[src/rtl/layer_mac_sched.sv]
// rtl/layer_mac_sched.sv - time-multiplexed single-MAC dense layer scheduler
//
// Loads one frame of N_IN signed 8-bit activations, then evaluates N_NODES
// neurons in turn on a single 8-bit wrapping multiply-accumulate. Each neuron
// fetches its N_IN weights and one bias word from an external weight memory
// and emits a ReLU'd 8-bit result on a valid/ready stream.
//
// Ports:
//   clk, reset           single clock, synchronous active-high reset
//   in_valid/in_ready    activation stream handshake, in_data 8-bit signed
//   w_rd_en/w_addr       weight memory read request, w_data returns 1 cycle later
//   out_valid/out_ready  result stream handshake, out_data 8-bit ReLU result
//   out_idx              neuron index of out_data
//   out_last             marks the result of neuron N_NODES-1
//   busy                 high while computing or presenting results

module layer_mac_sched #(
    parameter int N_IN    = 30,
    parameter int N_NODES = 16
) (
    input  logic        clk,
    input  logic        reset,
    input  logic        in_valid,
    output logic        in_ready,
    input  logic [7:0]  in_data,
    output logic        w_rd_en,
    output logic [12:0] w_addr,
    input  logic [7:0]  w_data,
    output logic        out_valid,
    input  logic        out_ready,
    output logic [7:0]  out_data,
    output logic [3:0]  out_idx,
    output logic        out_last,
    output logic        busy
);

    // Activation buffer index width; the buffer is rounded up to a power of
    // two so every index value of that width addresses a real entry.
    localparam int AW = $clog2(N_IN);

    typedef enum logic [1:0] {
        LOAD = 2'd0,
        RUN  = 2'd1,
        OUT  = 2'd2
    } state_t;

    state_t      state;
    logic [AW-1:0] cnt;     // activation write pointer during LOAD
    logic [AW-1:0] rptr;    // activation read pointer matching returning weights
    logic [8:0]  kcnt;      // cycles spent in the current RUN (0..N_IN+1)
    logic [3:0]  node;      // neuron currently being evaluated
    logic [7:0]  acc;       // 8-bit wrapping accumulator

    logic [7:0]  act_buf [0:(1<<AW)-1];

    logic [7:0]  act_sel;
    logic [7:0]  prod;
    logic [7:0]  sum;

    // Only the low 8 bits of the product are kept, and those are identical
    // for signed and unsigned operands, so a plain 8-bit multiply suffices.
    assign act_sel = act_buf[rptr];
    assign prod    = act_sel * w_data;
    assign sum     = acc + w_data;

    // Activation storage: no reset, every entry is rewritten each frame
    // before RUN reads it.
    always_ff @(posedge clk) begin
        if (state == LOAD && in_valid && in_ready) begin
            act_buf[cnt] <= in_data;
        end
    end

    always_ff @(posedge clk) begin
        if (reset) begin
            state     <= LOAD;
            cnt       <= '0;
            rptr      <= '0;
            kcnt      <= '0;
            node      <= '0;
            acc       <= '0;
            in_ready  <= 1'b0;
            w_rd_en   <= 1'b0;
            w_addr    <= '0;
            out_valid <= 1'b0;
            out_data  <= '0;
            out_idx   <= '0;
            out_last  <= 1'b0;
            busy      <= 1'b0;
        end else begin
            case (state)
                LOAD: begin
                    in_ready <= 1'b1;
                    busy     <= 1'b0;
                    if (in_valid && in_ready) begin
                        if (cnt == AW'(N_IN - 1)) begin
                            // Last beat: start neuron 0 with the first weight
                            // request issued on the very first RUN cycle.
                            state    <= RUN;
                            cnt      <= '0;
                            in_ready <= 1'b0;
                            busy     <= 1'b1;
                            node     <= '0;
                            acc      <= '0;
                            kcnt     <= '0;
                            rptr     <= '0;
                            w_rd_en  <= 1'b1;
                            w_addr   <= '0;
                        end else begin
                            cnt <= cnt + 1'b1;
                        end
                    end
                end

                RUN: begin
                    kcnt <= kcnt + 1'b1;

                    // Requests cover k = 0..N_IN (N_IN weights plus the bias).
                    // Addresses of consecutive neurons are contiguous, so the
                    // address simply keeps counting.
                    if (kcnt < 9'(N_IN)) begin
                        w_rd_en <= 1'b1;
                        w_addr  <= w_addr + 1'b1;
                    end else begin
                        w_rd_en <= 1'b0;
                    end

                    // Data for request k arrives when kcnt == k+1.
                    if (kcnt >= 9'd1 && kcnt <= 9'(N_IN)) begin
                        acc  <= acc + prod;
                        rptr <= rptr + 1'b1;
                    end

                    if (kcnt == 9'(N_IN + 1)) begin
                        // Bias word: finish the sum and apply ReLU.
                        acc       <= sum;
                        out_data  <= sum[7] ? 8'd0 : sum;
                        out_valid <= 1'b1;
                        out_idx   <= node;
                        out_last  <= (node == 4'(N_NODES - 1));
                        state     <= OUT;
                    end
                end

                OUT: begin
                    // Result registers hold until the handshake.
                    if (out_ready) begin
                        out_valid <= 1'b0;
                        if (node == 4'(N_NODES - 1)) begin
                            state    <= LOAD;
                            cnt      <= '0;
                            in_ready <= 1'b1;
                            busy     <= 1'b0;
                        end else begin
                            state   <= RUN;
                            node    <= node + 1'b1;
                            acc     <= '0;
                            kcnt    <= '0;
                            rptr    <= '0;
                            w_rd_en <= 1'b1;
                            w_addr  <= w_addr + 1'b1;
                        end
                    end
                end

                default: begin
                    state <= LOAD;
                end
            endcase
        end
    end

endmodule

[config.mk]
export PLATFORM = sky130hd
export DESIGN_NAME = layer_mac_sched
export DESIGN_NICKNAME = d
export VERILOG_FILES = /design/src/rtl/layer_mac_sched.sv
export SDC_FILE = /design/constraint.sdc
export NUM_CORES = 1
export LEC_CHECK = 0
export ABC_AREA = 1
export BUFFER_PORTS_ARGS = -buffer_cell sky130_fd_sc_hd__buf_4
export CORE_MARGIN = 1.5
export CORE_UTILIZATION = 53
export DETAILED_ROUTE_END_ITERATION = 10
export PLACE_DENSITY = 0.7
export SLEW_MARGIN = 40
export SYNTH_ARGS = -nofsm -noshare
export SYNTH_HDL_FRONTEND = slang
export SYNTH_SLANG_ARGS = --single-unit
[constraint.sdc]
create_clock -name clk -period 8.73 [get_ports clk]
set_input_delay 0 -clock clk [delete_from_list [all_inputs] [get_ports clk]]
set_output_delay 0 -clock clk [all_outputs]
set_load 0.02 [all_outputs]
==> results.md <==
- DIE HEIGHT: 171 um
- Final #Nets: 1,621
- Max Cap Violations: 0
- Period utilization: 68.4%
- Initial antenna violation count: 0
- Number of flops mapped to enable cells by yosys: 256
- Share of cells above drive strength 1: 8.42%
- P&R area growth vs syn: 11.1%
- Die area: 29,100 sq um
- Lkg Pwr: 6.43 nW
- First-pass GRT wire length: 55.2 mm
- Core Region: 27,700 sq um
- Starting Density: 53.8%
- Worst-Margin Slew: 0.875 ns
- Sequential area share after synthesis: 60.6%
- RSZ-0062 raised after global routing: no
- Worst path slowest cell: buf_4
- CP Capture Type: register
- Max FO, Critical Path: 65
- Main synth FF type: edfxtp_1
- Longest Clk Path Bufs: 3
- Critical Path Start Type: register
- Initial DRT Pass Iterations: 7
- VDD IR max: 0.000140 V
- Slew Limit Headroom: 41.5%
- Synth async-reset ratio: 0%
- Crit path kind: reg2reg
- Ant diodes: 0
- GP Congestion: 0.924
- CP max stage delay: 0.61 ns
- R2R Setup Slk: 2.75 ns
- Crit path arrival time: 6.41 ns
- Worst-Skew Late Latency: 0.51 ns
- Root Buffer: clkbuf_16
- Num Clock Sinks: 323
- Setup_tns: 0 ns
- IO buf count: 48
- FF-to-FF End: acc[7]$_SDFFE_PP0P_
- Fill count: 2,319
- Vias in the first global route: 10,400
- Min cycle time layout: 5.98 ns
- Hpwl dp: 21.9 mm
- H-Tree Depth: 2
- Routed WL per cell: 17.9 um
- Die Span X: 171 um
- DRT antenna net count: 0
- Cts bufs inserted: 34
- GRT overflow: 0
- CTS resizes: 0
- Worst slack, placed: 2.82 ns
- Iteration-0 DRC Markers: 1,146
- CTS tree: yes
- Hold endpoint: out_data[0]$_SDFFE_PP0P_
- Hold_sp: w_data[0]
- Syn Area/Cell: 9.90 sq um
- Skew final: 0.0194 ns
- Worst hold stages: 4
- Critical path required time: 9.16 ns
- DR vias/cell: 5.52
- Global Route Usage Sum: 24.5%
- Final setup fails: 0
- I/O Pins: 50
- Pwr Total: 4.17 mW
- Hold Path Class: in2reg
- Pwr dens: 252 nW/um^2
- DR vias: 10,700
- Site Rows: 61
- YS warnings: 0
- Post-route setup slack: 2.75 ns
- Peak Freq: 167 MHz
- Status: complete, no violations
- Largest net degree at the start of global routing: 72
- Worst path most repeated cell: nand2_1
- #FFs+latches synth: 323
- Reg clk slew, reported paths: 0.07 ns
- FF-to-FF path depth: 28
- Final wirelength: 34.8 mm
- Syn nets: 1,583
- DRC violations left: 0
- Final Hold Viols: 0
- Post-Syn Instances: 1,506
- Mapped cell area: 14,900 sq um
- Synth cell types: 44
- Final Max Tran Viols: 0
sequential cells by signal, indices dropped and copies added, names as in the netlist, named ones only:
| register | count |
|---|---|
| w_rd_en | 1 |
| act_buf | 256 |
| out_data | 7 |
| out_valid | 1 |
| node | 4 |
| w_addr | 13 |
| state | 2 |
| acc | 8 |
| in_ready | 1 |
| out_last | 1 |
| rptr | 5 |
| kcnt | 9 |
| out_idx | 4 |
| busy | 1 |
| cnt | 5 |
power breakdown:
part | switching [mW] | internal, mW
Sequential | 0.0506 | 1.71
Combinational | 0.704 | 0.368
Clock | 0.577 | 0.762
metal layers:
| metal | share of wire [%] | global-route usage [%] |
|---|---|---|
| met5 | 0 | 0 |
| met4 | 2.5 | 7.54 |
| met3 | 6.6 | 3.38 |
| met2 | 48 | 40.7 |
| met1 | 43 | 33.4 |
worst max-delay path, delay by kind of cell (launching register included):
| family | cells | cell delay [ns] |
|---|---|---|
| buffers and inverters | 8 | 1.82 |
| flip-flops | 1 | 0.31 |
| AO/OA/AOI/OAI | 2 | 0.33 |
| adder cells (fa/ha/maj) | 5 | 2.20 |
| AND/OR/NAND/NOR | 13 | 1.17 |
synth_stat cells, types with 7 or more instances:
cell type  instances  area [sq um]
ha_1              38           475
a21oi_1           60           300
nand2_1          432          1620
inv_1            123           462
fa_1              19           380
nor2_1            98           368
buf_6             12           135
clkbuf_1          17          63.8
buf_4              8          60.1
nand3_1          243          1220
o21ai_0           29           145
dfxtp_1           67          1340
buf_2             23           115
nor3_1            13          65.1
edfxtp_1         256          7690
nand4_1            7          43.8
cells by family (layout without fill, tap and decap cells):
kind of cell	Yosys count	count (layout)	synth area share (%)
other cells	1	1	0.0251
compound gates	109	109	3.97
xor+xnor	12	12	0.705
fa+ha+maj	57	57	5.74
simple gates	812	812	23.2
buf+inv	192	253	5.83
flops	323	323	60.6
cell usage in the layout, fill, tap and decap left out, types with 3 or more instances in the layout:
master         Yosys  routed
dfxtp_1           67      65
xor2_1             6       6
inv_1            123     122
fa_1              19      19
nor2_2             3      15
edfxtp_1         256     256
nand3_1          243     243
nand2_1          432     432
a31oi_1            5       5
clkbuf_1          17      11
dlygate4sd3_1      0      10
inv_2              6       6
nor3_1            13      13
clkinv_2           0       3
nand2_2            3       3
o21ai_0           29      29
nand4_1            7       7
xnor2_1            6       6
buf_4              8      54
clkinv_1           1       6
a21oi_1           60      60
ha_1              38      38
nor2_1            98      86
clkbuf_16          0      34
worst max path at each step:
stage	start	end	slack, ns
floorplan	register	acc[7]$_SDFFE_PP0P_	4.29
global placement	register	acc[7]$_SDFFE_PP0P_	2.89
detailed placement	register	acc[7]$_SDFFE_PP0P_	2.82
CTS	register	acc[7]$_SDFFE_PP0P_	2.79
global route	register	acc[7]$_SDFFE_PP0P_	2.33
finish	register	acc[7]$_SDFFE_PP0P_	2.75
layout make-up:
class | count | area [sq um] | share of cell area [%]
well taps | 378 | 473 | 2.86
flip-flops and latches | 323 | 9030 | 54.6
clock buffers | 46 | 906 | 5.47
clock inverters | 13 | 109 | 0.657
repair buffers | 64 | 505 | 3.05
multi-input cells | 991 | 5040 | 30.5
inverters | 130 | 489 | 2.95
through the flow:
stage / util [%] / hold slack, ns / cell area (sq um) / std cells
floorplan: - / 0.0989 / 14900 / 1506
global route: 59.8 / 0.0555 / 16600 / 1945
detailed placement: 55.6 / 0.345 / 15400 / 1876
finish: 59.8 / 0.0399 / 16600 / 1945
global placement: 55.6 / 0.340 / 15400 / 1876
CTS: 59.7 / 0.0179 / 16500 / 1945
timing repair:
item / in CTS / in global routing
buffers inserted: 0 / 0
endpoints found under the setup margin: 0 / 0
hold endpoints to repair: 274 / 0
hold buffers: 10 / 0
Power figures use the tool's default switching activity.
